$ cat config.mk
export PLATFORM = sky130hd
export DESIGN_NAME = spi_target
export DESIGN_NICKNAME = d
export VERILOG_FILES = /design/src/rtl/spi_target.sv
export SDC_FILE = /design/constraint.sdc
export NUM_CORES = 1
export LEC_CHECK = 0
export CAP_MARGIN = 40
export CORE_UTILIZATION = 55
export CTS_CLUSTER_SIZE = 25
export DETAILED_ROUTE_END_ITERATION = 10
export PLACE_DENSITY = 0.76
export SYNTH_ARGS = -nofsm -noshare
export SYNTH_HDL_FRONTEND = slang
export SYNTH_SLANG_ARGS = --single-unit
$ cat constraint.sdc
create_clock -name clk -period 2.69 [get_ports clk]
set_input_delay 0.538 -clock clk [delete_from_list [all_inputs] [get_ports clk]]
set_output_delay 0.538 -clock clk [all_outputs]
set_load 0.1 [all_outputs]
$ cat src/rtl/spi_target.sv
// SPI mode-0 responder running entirely in the clk domain: oversampled pins,
// RX FIFO (first-word-fall-through) and a one-byte TX holding register.
module spi_target #(
  parameter int unsigned DEPTH     = 4,
  parameter logic [7:0]  IDLE_BYTE = 8'hFF
) (
  input  logic       clk,
  input  logic       Rst,
  input  logic       spi_sck,
  input  logic       spi_cs,
  input  logic       spi_mosi,
  output logic       spi_miso,
  input  logic       spi_wr,
  input  logic [7:0] spi_din,
  input  logic       spi_rd,
  output logic [7:0] spi_dout,
  output logic       spi_data_avail,
  output logic       spi_buffer_empty,
  output logic       spi_buffer_full,
  output logic       rx_overrun,
  output logic       cs_active
);

  localparam int unsigned AW = $clog2(DEPTH);

  typedef enum logic {IDLE, ACTIVE} state_e;

  state_e          state_q, state_d;
  logic            sck_s1_q, sck_s2_q, sck_s3_q;
  logic            cs_s1_q, cs_s2_q, cs_s3_q;
  logic            mosi_s1_q, mosi_s2_q;
  logic [2:0]      bit_cnt_q, bit_cnt_d;
  logic [7:0]      tx_shift_q, tx_shift_d;
  logic [7:0]      rx_shift_q, rx_shift_d;
  logic            miso_q, miso_d;
  logic [7:0]      tx_data_q, tx_data_d;
  logic            tx_full_q, tx_full_d;
  logic [7:0]      mem_q [DEPTH];
  logic [7:0]      mem_d [DEPTH];
  logic [AW:0]     wr_ptr_q, wr_ptr_d;
  logic [AW:0]     rd_ptr_q, rd_ptr_d;
  logic            overrun_q, overrun_d;

  logic            sck_rise, sck_fall, cs_rise, cs_fall;
  logic            load, push, pop, drop;
  logic            fifo_empty, fifo_full;
  logic [7:0]      tx_next, tx_upd, push_byte;
  logic [AW-1:0]   wr_idx, rd_idx;

  assign sck_rise   = sck_s2_q & ~sck_s3_q;
  assign sck_fall   = ~sck_s2_q & sck_s3_q;
  assign cs_fall    = ~cs_s2_q & cs_s3_q;
  assign cs_rise    = cs_s2_q & ~cs_s3_q;

  assign wr_idx     = wr_ptr_q[AW-1:0];
  assign rd_idx     = rd_ptr_q[AW-1:0];
  assign fifo_empty = (wr_ptr_q == rd_ptr_q);
  assign fifo_full  = (wr_ptr_q[AW] != rd_ptr_q[AW]) && (wr_idx == rd_idx);
  assign tx_next    = tx_full_q ? tx_data_q : IDLE_BYTE;
  assign push_byte  = {rx_shift_q[6:0], mosi_s2_q};

  // cs synchronizer resets to "selected" so a cs already low at reset release
  // does not look like a falling edge; a fresh high-to-low is required.
  always_ff @(posedge clk or negedge Rst) begin
    if (!Rst) begin
      sck_s1_q  <= 1'b0;
      sck_s2_q  <= 1'b0;
      sck_s3_q  <= 1'b0;
      cs_s1_q   <= 1'b0;
      cs_s2_q   <= 1'b0;
      cs_s3_q   <= 1'b0;
      mosi_s1_q <= 1'b0;
      mosi_s2_q <= 1'b0;
    end else begin
      sck_s1_q  <= spi_sck;
      sck_s2_q  <= sck_s1_q;
      sck_s3_q  <= sck_s2_q;
      cs_s1_q   <= spi_cs;
      cs_s2_q   <= cs_s1_q;
      cs_s3_q   <= cs_s2_q;
      mosi_s1_q <= spi_mosi;
      mosi_s2_q <= mosi_s1_q;
    end
  end

  always_ff @(posedge clk or negedge Rst) begin
    if (!Rst) begin
      state_q    <= IDLE;
      bit_cnt_q  <= '0;
      tx_shift_q <= '0;
      rx_shift_q <= '0;
      miso_q     <= 1'b1;
      tx_data_q  <= '0;
      tx_full_q  <= 1'b0;
      wr_ptr_q   <= '0;
      rd_ptr_q   <= '0;
      overrun_q  <= 1'b0;
      for (int unsigned i = 0; i < DEPTH; i++) mem_q[i] <= '0;
    end else begin
      state_q    <= state_d;
      bit_cnt_q  <= bit_cnt_d;
      tx_shift_q <= tx_shift_d;
      rx_shift_q <= rx_shift_d;
      miso_q     <= miso_d;
      tx_data_q  <= tx_data_d;
      tx_full_q  <= tx_full_d;
      wr_ptr_q   <= wr_ptr_d;
      rd_ptr_q   <= rd_ptr_d;
      overrun_q  <= overrun_d;
      mem_q      <= mem_d;
    end
  end

  always_comb begin
    state_d    = state_q;
    bit_cnt_d  = bit_cnt_q;
    tx_shift_d = tx_shift_q;
    rx_shift_d = rx_shift_q;
    miso_d     = miso_q;
    tx_upd     = tx_shift_q;
    load       = 1'b0;
    push       = 1'b0;

    case (state_q)
      IDLE: begin
        miso_d = 1'b1;
        if (cs_fall) begin
          state_d    = ACTIVE;
          load       = 1'b1;
          tx_shift_d = tx_next;
          bit_cnt_d  = '0;
          rx_shift_d = '0;
          miso_d     = tx_next[7];
        end
      end
      ACTIVE: begin
        if (cs_rise) begin
          // Partial RX bits are dropped; an already-loaded TX byte stays consumed.
          state_d    = IDLE;
          bit_cnt_d  = '0;
          rx_shift_d = '0;
          miso_d     = 1'b1;
        end else begin
          if (sck_rise) begin
            rx_shift_d = push_byte;
            bit_cnt_d  = bit_cnt_q + 3'd1;
            push       = (bit_cnt_q == 3'd7);
          end
          if (sck_fall) begin
            if (bit_cnt_q == 3'd0) begin
              load   = 1'b1;
              tx_upd = tx_next;
            end else begin
              tx_upd = {tx_shift_q[6:0], 1'b0};
            end
            tx_shift_d = tx_upd;
            miso_d     = tx_upd[7];
          end
        end
      end
      default: state_d = IDLE;
    endcase
  end

  // TX holding register: a write while full is taken only when a load drains it.
  always_comb begin
    tx_data_d = tx_data_q;
    tx_full_d = tx_full_q;
    if (load) tx_full_d = 1'b0;
    if (spi_wr && (!tx_full_q || load)) begin
      tx_data_d = spi_din;
      tx_full_d = 1'b1;
    end
  end

  always_comb begin
    mem_d     = mem_q;
    wr_ptr_d  = wr_ptr_q;
    rd_ptr_d  = rd_ptr_q;
    overrun_d = overrun_q;
    pop       = spi_rd & ~fifo_empty;
    drop      = push & fifo_full & ~pop;
    if (push && !drop) begin
      mem_d[wr_idx] = push_byte;
      wr_ptr_d      = wr_ptr_q + {{AW{1'b0}}, 1'b1};
    end
    if (pop) rd_ptr_d = rd_ptr_q + {{AW{1'b0}}, 1'b1};
    if (spi_rd) overrun_d = 1'b0;
    if (drop)   overrun_d = 1'b1;
  end

  assign spi_miso         = miso_q;
  assign spi_dout         = fifo_empty ? 8'h00 : mem_q[rd_idx];
  assign spi_data_avail   = ~fifo_empty;
  assign spi_buffer_empty = ~tx_full_q;
  assign spi_buffer_full  = fifo_full;
  assign rx_overrun       = overrun_q;
  assign cs_active        = (state_q == ACTIVE);

endmodule

=== Word-level counts from Yosys, hierarchy flattened ===
Cells that the tools add are included.

* $add $sub $neg: 3
* Magnitude comparators: 3
* Equality and inequality tests: 9
* Mux-type cells: 39
* Bitwise operators: 17
* Reduce and logical (&&, ||, !) cells: 12

{| class="wikitable"
|+ Operators with widths
! operator !! count
|-
| 2-to-1 mux 8 bit || 6
|-
| 2-to-1 mux 7 bit || 6
|-
| bitwise mux 32 bit || 1
|-
| one-hot mux 7 bit (2 select lines) || 2
|-
| binary-select mux 8 bit (select 2 bit) || 1
|-
| demux 8 bit (select 2 bit) || 1
|-
| 2-to-1 mux 1 bit || 15
|-
| adder 3 x 1 -> 3 bit (second input constant) || 3
|-
| 2-to-1 mux 3 bit || 3
|-
| inverter 1 bit || 8
|-
| bitwise AND 1 bit || 7
|-
| greater-or-equal comparator 3 bit (second input constant) || 2
|-
| != test 3 x 1 -> 1 bit (second input constant) || 2
|-
| inverter 2 -> 3 bit || 2
|-
| one-hot mux 1 bit (2 select lines) || 3
|-
| one-hot mux 3 bit (2 select lines) || 1
|-
| logical AND 1 bit || 4
|-
| != test 2 bit (second input constant) || 2
|-
| nonzero test 2 bit || 2
|-
| == test 3 bit || 1
|-
| == test 3 bit (second input constant) || 1
|-
| logical NOT 3 bit || 1
|-
| less-than comparator 3 x 1 -> 1 bit (second input constant) || 1
|-
| AND reduction 3 bit || 1
|-
| 6 further kinds || 7
|}

* Register bits after elaboration: 75
* Input port bits: 15
* Output and inout bits: 14
* Word-level logic and storage cells: 105

=== Depth between registers and ports, before layout ===
* Word-level depth: 9
* Gate-level depth with buffers: 6

=== Worst setup path after synthesis ===
Ideal clock, no wire load.

* Path type: register to output
* Start: register rd_ptr_q[0]
* End: output port spi_buffer_full
* Arrival: 2835 ps
* Required time: 2152 ps
* Setup slack: -683 ps
* Cell stages (with the launch flop): 4
* Cell sequence: dfrtp_1 -> buf_4 -> xor2_1 -> nor3_1

* Word-level cells in the longest chain between the ends: 2

{| class="wikitable"
|+ Ends and longest elaborated chain
! what !! line !! RTL
|-
| start: declaration || 41 || <nowiki>logic [AW:0] rd_ptr_q, rd_ptr_d;</nowiki>
|-
| start signal: assignment || 108 || <nowiki>rd_ptr_q <= rd_ptr_d;</nowiki>
|-
| == test 2 bit || 58 || <nowiki>assign fifo_full = (wr_ptr_q[AW] != rd_ptr_q[AW]) && (wr_idx == rd_idx);</nowiki>
|-
| logical AND 1 bit || 58 ||
|-
| end: declaration || 19 || <nowiki>output logic spi_buffer_full,</nowiki>
|}

No other way between the ends.

=== Final worst setup path ===
* Start: register rd_ptr_q[2]
* End: output port spi_dout[6]

* Word-level cells in the longest chain between the ends: 2

{| class="wikitable"
|+ Ends and longest elaborated chain
! what !! line !! RTL
|-
| == test 3 bit || 57 || <nowiki>assign fifo_empty = (wr_ptr_q == rd_ptr_q);</nowiki>
|-
| 2-to-1 mux 8 bit || 193 || <nowiki>assign spi_dout = fifo_empty ? 8'h00 : mem_q[rd_idx];</nowiki>
|-
| end: declaration || 16 || <nowiki>output logic [7:0] spi_dout,</nowiki>
|}

No other way between the ends.

==> results.cfg <==
[outcome]
outcome = complete, no violations

[cells_and_area]
final_common_cell = dfrtp_1
multi_input_area_mm2 = 0.00151
layout_common_cells = dfrtp_1, mux2_2, buf_4
antenna_cells = 0
seqCellArea_mm2 = 0.00188
syn2layout_area_growth_pct = 21.4
layout-drive-gt1-share_pct = 45.0
final_cell_area_mm2 = 0.00419
fill_cells = 408
nets = 298

[yosys]
yosysUniqueCellTypes = 39
syn-num-nets = 255
synth_top_family_by_area = multiplexers
yosys.area_share.simple_pct = 9.32
synth_fa_ha_area_share_pct = 2.90
synth_xor_area_share_pct = 1.78
synthTopCellsByArea = dfrtp_1, mux2_2, mux4_2
synthArstFlopShare_pct = 100
syn_inst = 232
ys_warn_count = 0
syn-cell-area_mm2 = 0.00345
synth.avg_cell_area_um2 = 14.9
synth-edff-count = 0
synthMuxAreaShare_pct = 25.3
synth_seq_cells = 75
synth_compound_area_share_pct = 4.06
synth_ff_type = dfrtp_1
synth.top_cell.area_share_pct = 53.7
yosysSeqAreaShare_pct = 54.4
yosysTopAreaCell = dfrtp_1

[routing]
route.vias.total = 1953
wl_um = 5900
drtPass1Iterations = 4
viasPerCell = 5.50
drt_iter0_drc = 82
drc = 0
drt.antenna.violating_nets = 0
post_drt_wl_per_cell_um = 16.6

[grt]
grt_start_max_net_pins = 61
overflow = 0
antenna_found_initial = 0
grt.total_usage_pct = 21.9
grt_pass1_wl_um = 10400
grt_pass1_vias = 2111

[timing]
period_minus_slack_ns = 2.57
max_slew.worst_pin.slew_ns = 0.589
rsz0062_at_grt = false
max-slew-margin-rel_pct = 60.7
min_period_over_period_pct = 95.5
setup_ws_ns = 0.121
skew_ns = 0.00909
slew_viol_final = 0
finalSetupViolCount = 0
finalSetupTns_ns = 0
final_hold_viol_count = 0
fmax_ghz = 0.389
holdWs_ns = 0.0518

[floorplan]
die_w_um = 81.2
io_pins = 29
die_h_um = 81.2
start_util_pct = 57.6
dieArea_mm2 = 0.00660
fp-row-count = 28
coreArea_mm2 = 0.00599

[worst_hold_path]
min_path_type = input pin to asynchronous set/reset pin

[clocking]
insertion_delay_ns = 0.35
cts_made_buffers = 9
clkTransAtPathRegs_ns = 0.07
clockRootBuffer = clkbuf_8
cts_tree = yes
cts.hold.buffers_added = 0
cts_buffer_depth = 2
cts_setup_buffers = 0
clkSinkCount = 75
cts.htree.levels = 3

[setup_path]
cp-end-kind = primary output
worstSetupStartpointType = register
worst-path-max-fanout = 11
critical_path_required_ns = 2.15
startpoint = rd_ptr_q[2]
crit_type = register to primary output
timing.rr.start = bit_cnt_q[0]
arrival_ns = 2.03

[place]
place_hpwl_um = 4130
place_area_mm2 = 0.00398
place.gp.congestion = 0.722
dp_worst_setup_slack_ns = 0.352
numPortBuffers = 28

[pwr]
finalPower_mw = 3.07
leakagePower_nw = 1.94
irDropWorstVdd_mv = 0.708
cellPowerDensity_mw_per_mm2 = 732

[run]
maxCapViolations = 0
## kinds of logic (layout without fill, tap and decap cells)
kind of cell	Yosys count	after routing
flip-flops	75	75
buffers and inverters	14	62
XOR/XNOR	7	7
adder cells (fa/ha/maj)	8	8
multiplexers	67	67
AND/OR/NAND/NOR	43	43
AO/OA/AOI/OAI	18	18
## worst paths after layout
path	end	slack [ns]	depth (start not counted)
min	rd_ptr_q[0]	0.05	1
max	spi_dout[6]	0.12	4
min in group clk	sck_s2_q	0.35	0
max in group asynchronous	spi_miso	2.04	2
min reg2reg	sck_s2_q	0.35	0
max reg2reg	mem_q[0]	0.48	6
## flip-flops by register name (all words and copies together) (netlist names), 3 cells and up
| register | cells |
|---|---|
| bit_cnt_q | 3 |
| mem_q | 32 |
| rd_ptr_q | 3 |
| rx_shift_q | 7 |
| tx_data_q | 8 |
| tx_shift_q | 7 |
| wr_ptr_q | 3 |
## metal layers
layer	global-route usage, %	up-vias	wire length (um)
li1	-	919	-
met1	28.4	991	2650
met2	35.2	34	2980
met3	4.04	9	163
met4	11.3	0	107
met5	0	-	0
## cells in the mapped netlist (4+ instances only)
library cell	instances
a22o_1	7
and2_1	9
and3_1	4
dfrtp_1	74
ha_1	8
inv_1	7
mux2_2	50
mux2_4	8
mux4_2	8
nand2b_1	10
xor2_1	4
## where the power goes
group	internal (mW)	switching, mW
Clock	0.478	0.396
Sequential	1.27	0.0919
Combinational	0.390	0.439
Total	2.14	0.928
## cell type report
class	instances	share of cell area, %
sequential	75	44.8
multi-input combinational	143	36.2
timing repair buffer	39	11.2
clock buffer	12	3.70
tap	75	2.24
clock inverter	4	1.20
inverter	7	0.627
## repair_timing
action	CTS	global route
hold endpoints to repair	0	0
endpoints found under the setup margin	8	0
resized for setup	1	0
## worst max-delay path: stages, from the launching register on
cell	delay (ns)
dfrtp_1	0.40
xnor2_1	0.38
or3b_4	0.52
and2_2	0.22
buf_12	0.16
## metrics by stage
stage / cells / util, %
after floorplan: 232 / -
after global placement: 338 / 66.0
after detailed placement: 339 / 66.4
after CTS: 355 / 69.9
after global routing: 355 / 69.9
final: 355 / 69.9
Power figures use the tool's default switching activity.
